<file path="config.mk">
export PLATFORM = sky130hd
export DESIGN_NAME = video_window_flat
export DESIGN_NICKNAME = d
export VERILOG_FILES = /design/src/rtl/video_window_if.sv /design/src/rtl/video_window.sv /design/src/flat_wrapper.sv
export SDC_FILE = /design/constraint.sdc
export NUM_CORES = 1
export LEC_CHECK = 0
export CORE_UTILIZATION = 35
export DETAILED_ROUTE_END_ITERATION = 7
export SYNTH_ARGS = -nofsm -noshare
export SYNTH_HDL_FRONTEND = slang
export SYNTH_SLANG_ARGS = --single-unit
</file>
<file path="constraint.sdc">
create_clock -name clk -period 4.3 [get_ports clk]
set_input_delay 0.86 -clock clk [delete_from_list [all_inputs] [get_ports clk]]
set_output_delay 0.86 -clock clk [all_outputs]
set_load 0.01 [all_outputs]
</file>
<file path="src/rtl/video_window_if.sv">
`default_nettype none
// ============================================================================
//  Module   : video_window_if
//  Purpose  : Pixel-side and memory-side signal bundle for video_window.
//  Revision : 1.0  initial release
// ============================================================================
interface video_window_if #(
    parameter int ADDR_W = 18
);
    logic [9:0]        x;
    logic [9:0]        y;
    logic [9:0]        x0;
    logic [9:0]        y0;
    logic [1:0]        mode;
    logic [7:0]        bg;
    logic [7:0]        q;
    logic [ADDR_W-1:0] address;
    logic [7:0]        r;
    logic [7:0]        g;
    logic [7:0]        b;
    logic              in_win;

    modport master (
        output x, y, x0, y0, mode, bg, q,
        input  address, r, g, b, in_win
    );

    modport slave (
        input  x, y, x0, y0, mode, bg, q,
        output address, r, g, b, in_win
    );
endinterface
`default_nettype wire

</file>
<file path="src/rtl/video_window.sv">
`default_nettype none
// ============================================================================
//  Module   : video_window
//  Purpose  : Movable, optionally transposed/zoomed image window renderer.
//  Revision : 1.0  initial release
// ============================================================================
module video_window #(
    parameter int IMG_W   = 400,
    parameter int IMG_H   = 400,
    parameter int ADDR_W  = 18,
    parameter int MEM_LAT = 1
) (
    input  wire logic       clk,
    input  wire logic       rst_n,
    video_window_if.slave   vif
);
    localparam logic [11:0] c_img_w = 12'(IMG_W);
    localparam logic [11:0] c_img_h = 12'(IMG_H);
    localparam int          c_lin_w = 21;

    logic [9:0]         r_sx0;
    logic [9:0]         r_sy0;
    logic [1:0]         r_smode;
    logic               r_hit1;
    logic [9:0]         r_u1;
    logic [9:0]         r_v1;
    logic               r_tr1;
    logic               r_hit2;
    logic [ADDR_W-1:0]  r_address;
    logic [MEM_LAT-1:0] r_hd;
    logic [7:0]         r_pix;
    logic               r_in_win;

    logic [11:0]        w_ew;
    logic [11:0]        w_eh;
    logic [11:0]        w_xend;
    logic [11:0]        w_yend;
    logic               w_hit;
    logic [9:0]         w_dx;
    logic [9:0]         w_dy;
    logic [9:0]         w_u;
    logic [9:0]         w_v;
    logic [c_lin_w-1:0] w_lin;

    // Spans and window ends use 12 bits so origin + span can never wrap.
    always_comb begin
        w_ew   = r_smode[1] ? (c_img_w << 1) : c_img_w;
        w_eh   = r_smode[1] ? (c_img_h << 1) : c_img_h;
        w_xend = {2'b00, r_sx0} + w_ew;
        w_yend = {2'b00, r_sy0} + w_eh;
        w_hit  = (vif.x >= r_sx0) && ({2'b00, vif.x} < w_xend) &&
                 (vif.y >= r_sy0) && ({2'b00, vif.y} < w_yend);
        w_dx   = vif.x - r_sx0;
        w_dy   = vif.y - r_sy0;
        w_u    = r_smode[1] ? {1'b0, w_dx[9:1]} : w_dx;
        w_v    = r_smode[1] ? {1'b0, w_dy[9:1]} : w_dy;
    end

    always_comb begin
        if (r_tr1)
            w_lin = c_lin_w'(r_u1) * c_lin_w'(IMG_H) + c_lin_w'(r_v1);
        else
            w_lin = c_lin_w'(r_v1) * c_lin_w'(IMG_W) + c_lin_w'(r_u1);
    end

    always_ff @(posedge clk or negedge rst_n) begin
        if (!rst_n) begin
            r_sx0     <= '0;
            r_sy0     <= '0;
            r_smode   <= '0;
            r_hit1    <= 1'b0;
            r_u1      <= '0;
            r_v1      <= '0;
            r_tr1     <= 1'b0;
            r_hit2    <= 1'b0;
            r_address <= '0;
            r_hd      <= '0;
            r_pix     <= '0;
            r_in_win  <= 1'b0;
        end else begin
            // Origin/mode latch only at frame start; pixel (0,0) still sees the old values.
            if (vif.x == 10'd0 && vif.y == 10'd0) begin
                r_sx0   <= vif.x0;
                r_sy0   <= vif.y0;
                r_smode <= vif.mode;
            end
            r_hit1 <= w_hit;
            r_u1   <= w_u;
            r_v1   <= w_v;
            r_tr1  <= r_smode[0];

            r_hit2 <= r_hit1;
            if (r_hit1)
                r_address <= ADDR_W'(w_lin);

            r_hd[0] <= r_hit2;
            for (int i = 1; i < MEM_LAT; i++)
                r_hd[i] <= r_hd[i-1];

            r_in_win <= r_hd[MEM_LAT-1];
            r_pix    <= r_hd[MEM_LAT-1] ? vif.q : vif.bg;
        end
    end

    assign vif.address = r_address;
    assign vif.r       = r_pix;
    assign vif.g       = r_pix;
    assign vif.b       = r_pix;
    assign vif.in_win  = r_in_win;

endmodule
`default_nettype wire

</file>
<file path="src/flat_wrapper.sv">
// flat-port wrapper written by rule: the top's interface ports become plain ports
module video_window_flat 
#(
    parameter int IMG_W   = 400,
    parameter int IMG_H   = 400,
    parameter int ADDR_W  = 18,
    parameter int MEM_LAT = 1
)
  (clk, rst_n, vif_x, vif_y, vif_x0, vif_y0, vif_mode, vif_bg, vif_q, vif_address, vif_r, vif_g, vif_b, vif_in_win);
  video_window_if #(.ADDR_W(ADDR_W)) vif_i ();
  input  wire logic clk;
  input  wire logic rst_n;
  input wire logic [$bits(vif_i.x)-1:0] vif_x;
  input wire logic [$bits(vif_i.y)-1:0] vif_y;
  input wire logic [$bits(vif_i.x0)-1:0] vif_x0;
  input wire logic [$bits(vif_i.y0)-1:0] vif_y0;
  input wire logic [$bits(vif_i.mode)-1:0] vif_mode;
  input wire logic [$bits(vif_i.bg)-1:0] vif_bg;
  input wire logic [$bits(vif_i.q)-1:0] vif_q;
  output wire logic [$bits(vif_i.address)-1:0] vif_address;
  output wire logic [$bits(vif_i.r)-1:0] vif_r;
  output wire logic [$bits(vif_i.g)-1:0] vif_g;
  output wire logic [$bits(vif_i.b)-1:0] vif_b;
  output wire logic [$bits(vif_i.in_win)-1:0] vif_in_win;
  assign vif_i.x = vif_x;
  assign vif_i.y = vif_y;
  assign vif_i.x0 = vif_x0;
  assign vif_i.y0 = vif_y0;
  assign vif_i.mode = vif_mode;
  assign vif_i.bg = vif_bg;
  assign vif_i.q = vif_q;
  assign vif_address = vif_i.address;
  assign vif_r = vif_i.r;
  assign vif_g = vif_i.g;
  assign vif_b = vif_i.b;
  assign vif_in_win = vif_i.in_win;
  video_window #(.IMG_W(IMG_W), .IMG_H(IMG_H), .ADDR_W(ADDR_W), .MEM_LAT(MEM_LAT)) u_core (.clk(clk), .rst_n(rst_n), .vif(vif_i));
endmodule
</file>
==> reports/qor.yml <==
nets: 1003
p_switching_mw: 0.986
dp_slack_ps: 492
antenna_found_initial: 0
globalRouteOverflowTotal: 0
grt_pass1_wl_mm: 24.6
final_cells: 1050
synth-seq-cells: 73
clock_sinks: 73
crit_path_frequent_cell: "ha_1"
fin_skew_ps: 7.23
drive_above_1_share: 0.0662
fp-row-count: 50
routed_wl_mm: 14.8
avgSynthCellArea_um2: 9.30
cts.clk_slew.worst_paths_ps: 60
max-slew-margin-rel: 0.372
end_kind: "register"
grt_pass1_vias: 5092
tightest_slew_ps: 942
power_frac_seq: 0.270
synth_edf_count: 0
critical_path.max_fanout: 4
htree_levels: 3
grtUsageTotal: 0.158
die_y_um: 141
clkPwrFrac: 0.284
grt_max_degree: 74
max_clock_freq_mhz: 262
cts_resized: 0
dp_hpwl_mm: 11.9
coreArea_um2: 18800
dp.cells: 1034
status: "completed"
yosysUniqueCellTypes: 59
internal_power_mw: 1.70
power.leakage_nw: 3.98
hold_viol: 0
worst-path-buf-inv: 0
drc: 0
rrSetupSlack_ps: 480
drt_first_iter_violations: 263
final_cell_area_um2: 8180
slew_violations: 0
clk_latency_ps: 350
die_area_um2: 19800
drv_cap: 0
slowest_stage: "fa_1"
start_util: 0.358
tns_ps: 0
worstSetupPathType: "register to register"
min_period_ps: 3820
max-vdd-ir-drop_mv: 0.218
diodes: 0
num_vias: 5121
synthFlopType: "dfrtp_1"
synth_area_um2: 6730
period_share: 0.889
gp_congestion: 0.833
area.growth.synth_to_final_pct: 21.6
numCtsBuffers: 9
crit_chain: "ha_1 > ha_1 > fa_1 > ha_1 > o21a_1 > a21o_1 > a2111oi_0 > nor3_1 > xor2_1 > nand3_1 > mux2i_1 > a221o_1"
startpoint_type: "register"
io_pins: 103
io_buffers: 102
post-cts-setup-buffers: 0
cts-root-buf: "clkbuf_16"
ant_nets: 0
synthCells: 723
yosysWarnings: 0
cts_tree: "built"
power_density_nw_per_um2: 329
pwr-share-comb: 0.446
hold_path.class: "register to register"
cts_buffer_depth: 2
ys_seq_area_frac: 0.272
viasPerCell: 4.88
drtPass1Iterations: 4
cp_data_arrival_time_ps: 4050
placed_area_um2: 7880
critPathTopFamily: "adder cells"
rsz0062_at_grt: "false"
hold_buffers: 0
swShare: 0.367
synthArstFlopShare: 1.00
fp.dieW_um: 141
worst_slack_ps: 477
wire_per_inst_um: 14.1
cpPeakStageDelay_ps: 460
setup_viol: 0
fillers: 1856
synth_fp_nets: 915
crit_required_ps: 4530
-- registers in the layout (all words and copies together) (netlist names) --
name,flops
u_core.vif.b,8
u_core.r_smode,2
u_core.vif.address,18
u_core.r_v1,10
u_core.r_hit2,1
u_core.r_hit1,1
u_core.r_tr1,1
u_core.r_u1,10
u_core.r_sy0,10
u_core.r_sx0,10
u_core.vif.in_win,1
u_core.r_hd,1
-- layout by cell type (no fill, tap or decap), types with 6 or more instances in the layout --
cell and count:
a211oi_1 6, a21o_1 16, a21oi_1 36, a31oi_1 6, buf_4 6, clkbuf_16 9, clkdlybuf4s50_1 101, dfrtp_1 73
fa_1 16, ha_1 116, inv_1 83, mux2_2 21, mux2i_1 13, nand2_1 54, nand3_1 12, nor2_1 37
nor2b_1 11, nor3_1 11, nor4_1 7, o21ai_0 43, xnor2_1 33, xor2_1 27
-- logic make-up after synthesis --
family	synth area share
adders and majority gates	0.263
buffers and inverters	0.0763
xor gates and xnor gates	0.0781
AOI/OAI and AO/OA	0.138
muxes	0.0545
and+or+nand+nor	0.118
DFF	0.272
-- power by group through the flow --
stage          Clock, mW  Sequential, mW  Combinational, mW
4_1_cts            0.795           0.726               1.21
6_report           0.764           0.725               1.20
5_1_grt            0.814           0.727               1.37
3_5_place_dp           0           0.738               1.20
2_1_floorplan          0           0.732              0.918
3_3_place_gp           0           0.738               1.20
-- cells in the mapped netlist, types with 21 or more instances --
cell type | number | area (µm²)
inv_1 | 83 | 312
xnor2_1 | 33 | 289
o21ai_0 | 43 | 215
dfrtp_1 | 73 | 1830
mux2_2 | 21 | 236
nand2_1 | 54 | 203
xor2_1 | 27 | 236
a21oi_1 | 36 | 180
ha_1 | 116 | 1450
nor2_1 | 38 | 143
-- per-stage QoR --
stage	util	power, mW	hold WS, ps
final	0.436	2.69	343
after global routing	0.436	2.91	357
after CTS	0.436	2.73	348
after detailed placement	0.420	1.94	336
after global placement	0.420	1.93	335
after floorplan	-	1.65	331
-- path summary, 6_finish.rpt --
path / start / to / cells after the start
max in group asynchronous: rst_n / u_core.r_v1[7] / 1
hold / removal: u_core.r_hit2 / u_core.r_hd / 0
hold reg to reg: u_core.r_hit2 / u_core.r_hd / 0
setup reg to reg: u_core.r_u1[2] / u_core.vif.address[16] / 12
setup / recovery: u_core.r_u1[2] / u_core.vif.address[16] / 12
min in group asynchronous: rst_n / u_core.vif.address[17] / 1
-- routing by layer --
metal	up-vias	share of wire	GRT usage
met4	0	0.010	0.0389
met1	2355	0.47	0.199
met2	85	0.48	0.274
met5	-	0	0
met3	10	0.035	0.0343
li1	2671	-	-
-- worst register-to-register path, stage by stage, from the launching register on --
cell and delay [ps]:
dfrtp_1 430, ha_1 320, ha_1 320, fa_1 460, ha_1 360, o21a_1 210
a21o_1 200, a2111oi_0 440, nor3_1 130, xor2_1 270, nand3_1 150, mux2i_1 160
a221o_1 260
-- layout make-up --
cell class,count,area (µm²),area share
Clock inverter,6,67.6,0.00826
Clock buffer,10,229,0.0280
Inverter,84,315,0.0386
Tap cell,234,293,0.0358
Timing Repair Buffer,107,1060,0.129
Multi-Input combinational cell,536,4390,0.537
Sequential cell,73,1830,0.223
Power figures use the tool's default switching activity.
==> variant (same flow settings) <==
Make the reset (`rst_n`) synchronous in one clocked block.
--- a/src/rtl/video_window.sv
+++ b/src/rtl/video_window.sv
@@ -65,3 +65,3 @@
 
-    always_ff @(posedge clk or negedge rst_n) begin
+    always_ff @(posedge clk) begin
         if (!rst_n) begin
Check against the original RTL: differs if rst_n is asserted again (counterexample within 4 cycles, from zero or initial values and one cycle with rst_n low); with rst_n held inactive, the same outputs for 4 cycles.
==> variant against the original RTL <==
The flow now finishes with violations (design-rule violations); sequential share of layout area shrank 4.0 points; combinational power shrank 34%; utilization grew 0.39 points; count of clock-buffer cells in the layout shrank 1; non-clock buffer count grew 2; fmax grew 1.9%; cell area shrank 2.8%; setup slack gained 71 ps; via count grew 0.82%; synthesized area shrank 3.5%; wire length shrank 2.1%; total power shrank 16%; sequential cell count is the same; critical path type unchanged; critical endpoint is now u_core.vif.address[17]$_SDFFE_PN0P_; largest power group unchanged; highest routed layer unchanged.
==> variant: results (changes against the original RTL) <==
| Metric | Value |
|---|---|
| Status | `finished, violations left` |
| Violated checks | `design-rule violations` |
| Worst Hold Path Cells | `1 (+1)` |
| Number of global-route vias before repair | `5,027 (-1.3%)` |
| First-pass GRT wire length | `24,000 um (-2.7%)` |
| Routed met2 length | `7160 um (+0.21%)` |
| Met1 Routed Length | `6700 um (-4.5%)` |
| Share of post-route cells with drive strength above 1 | `4.18% (-2.4 points)` |
| Placed inst area | `7660 um^2 (-2.7%)` |
| Filler cell count | `1,790 (-3.6%)` |
| Max IR drop VDD | `0.000204 V (-6.5%)` |
| WP data arrival | `3990 ps (-60 ps)` |
| Pin count of the biggest net entering global routing | `59 (-20%)` |
| Post-DR vias/cell | `4.84 (-0.79%)` |
| DP Wirelength | `11,900 um (-0.23%)` |
| Seq/Total Area, Yosys | `22.5% (-4.6 points)` |
| Syn_nets | `940 (+2.7%)` |
| Routed met3 length | `434 um (-16%)` |
| Least-Margin Pin Slew | `1040 ps (+92.9 ps)` |
| Nets | `1,025 (+2.2%)` |
| Reg2Reg Setup Slack | `550 ps (+70 ps)` |
| Drt pass-1 iters | `8 (+4)` |
| Cell variety after synth | `55 (-6.8%)` |
| Number of remaining DRC errors | `4 (+4)` |
| FFs w/ async S/R, synth | `0% (-100 points)` |
| GP Congestion | `0.829 (-0.52%)` |
| Leak | `3.49 nW (-12%)` |
| Final std cells w/o fill | `1,067 (+1.6%)` |
| Drt wl/cell | `13.6 um (-3.7%)` |
[variant: worst max path at each step]
| stage | slack [ps] | to | cells past startpoint | start |
|---|---|---|---|---|
| after floorplan | 750 | u_core.vif.address[17]$_SDFFE_PN0P_ | 15 | u_core.r_u1[3]$_SDFF_PN0_ |
| final | 550 | u_core.vif.address[17]$_SDFFE_PN0P_ | 15 | u_core.r_u1[4]$_SDFF_PN0_ |
| after detailed placement | 540 | u_core.vif.address[17]$_SDFFE_PN0P_ | 15 | u_core.r_u1[4]$_SDFF_PN0_ |
| after CTS | 520 | u_core.vif.address[17]$_SDFFE_PN0P_ | 15 | u_core.r_u1[4]$_SDFF_PN0_ |
| after global routing | 270 | u_core.vif.address[17]$_SDFFE_PN0P_ | 15 | u_core.r_u1[5]$_SDFF_PN0_ |
| after global placement | 580 | u_core.vif.address[17]$_SDFFE_PN0P_ | 15 | u_core.r_u1[3]$_SDFF_PN0_ |
[variant: through the flow]
stage | setup WS [ps] | hold WS [ps] | util, %
CTS | 517 | 461 | 44.0
finish | 548 | 449 | 44.0
detailed placement | 536 | 425 | 42.4
global placement | 582 | 436 | 42.4
floorplan | 750 | 412 | -
global route | 272 | 473 | 44.0
[variant: layer usage]
| metal | GRT usage, % | vias up |
|---|---|---|
| li1 | - | 2735 |
| met1 | 18.6 | 2351 |
| met2 | 28.6 | 62 |
| met3 | 3.08 | 15 |
| met4 | 4.61 | 0 |
| met5 | 0 | - |
[variant: layout make-up]
cell class              instances  area [um^2]  share of cell area [%]
clock buffers                   9          225                    2.83
clock inverters                 7         61.3                   0.771
inverters                      85          319                    4.01
multi-input cells             555         4510                    56.7
flip-flops and latches         73         1460                    18.4
well taps                     229          287                    3.60
repair buffers                109         1090                    13.7
[variant: logic make-up after synthesis]
kind of cell | synth area share [%]
adders and majority gates | 27.3
xor gates and xnor gates | 7.39
buffers and inverters | 8.00
muxes | 6.48
and+or+nand+nor | 14.0
DFF | 22.5
AOI/OAI and AO/OA | 14.3
[variant: where the power goes]
| group | leakage, nW | internal [mW] | switching (mW) | total, mW |
|---|---|---|---|---|
| Sequential | 0.597 | 0.701 | 0.0278 | 0.729 |
| Combinational | 2.76 | 0.377 | 0.408 | 0.786 |
| Clock | 0.135 | 0.402 | 0.340 | 0.741 |
| Total | 3.49 | 1.48 | 0.776 | 2.26 |
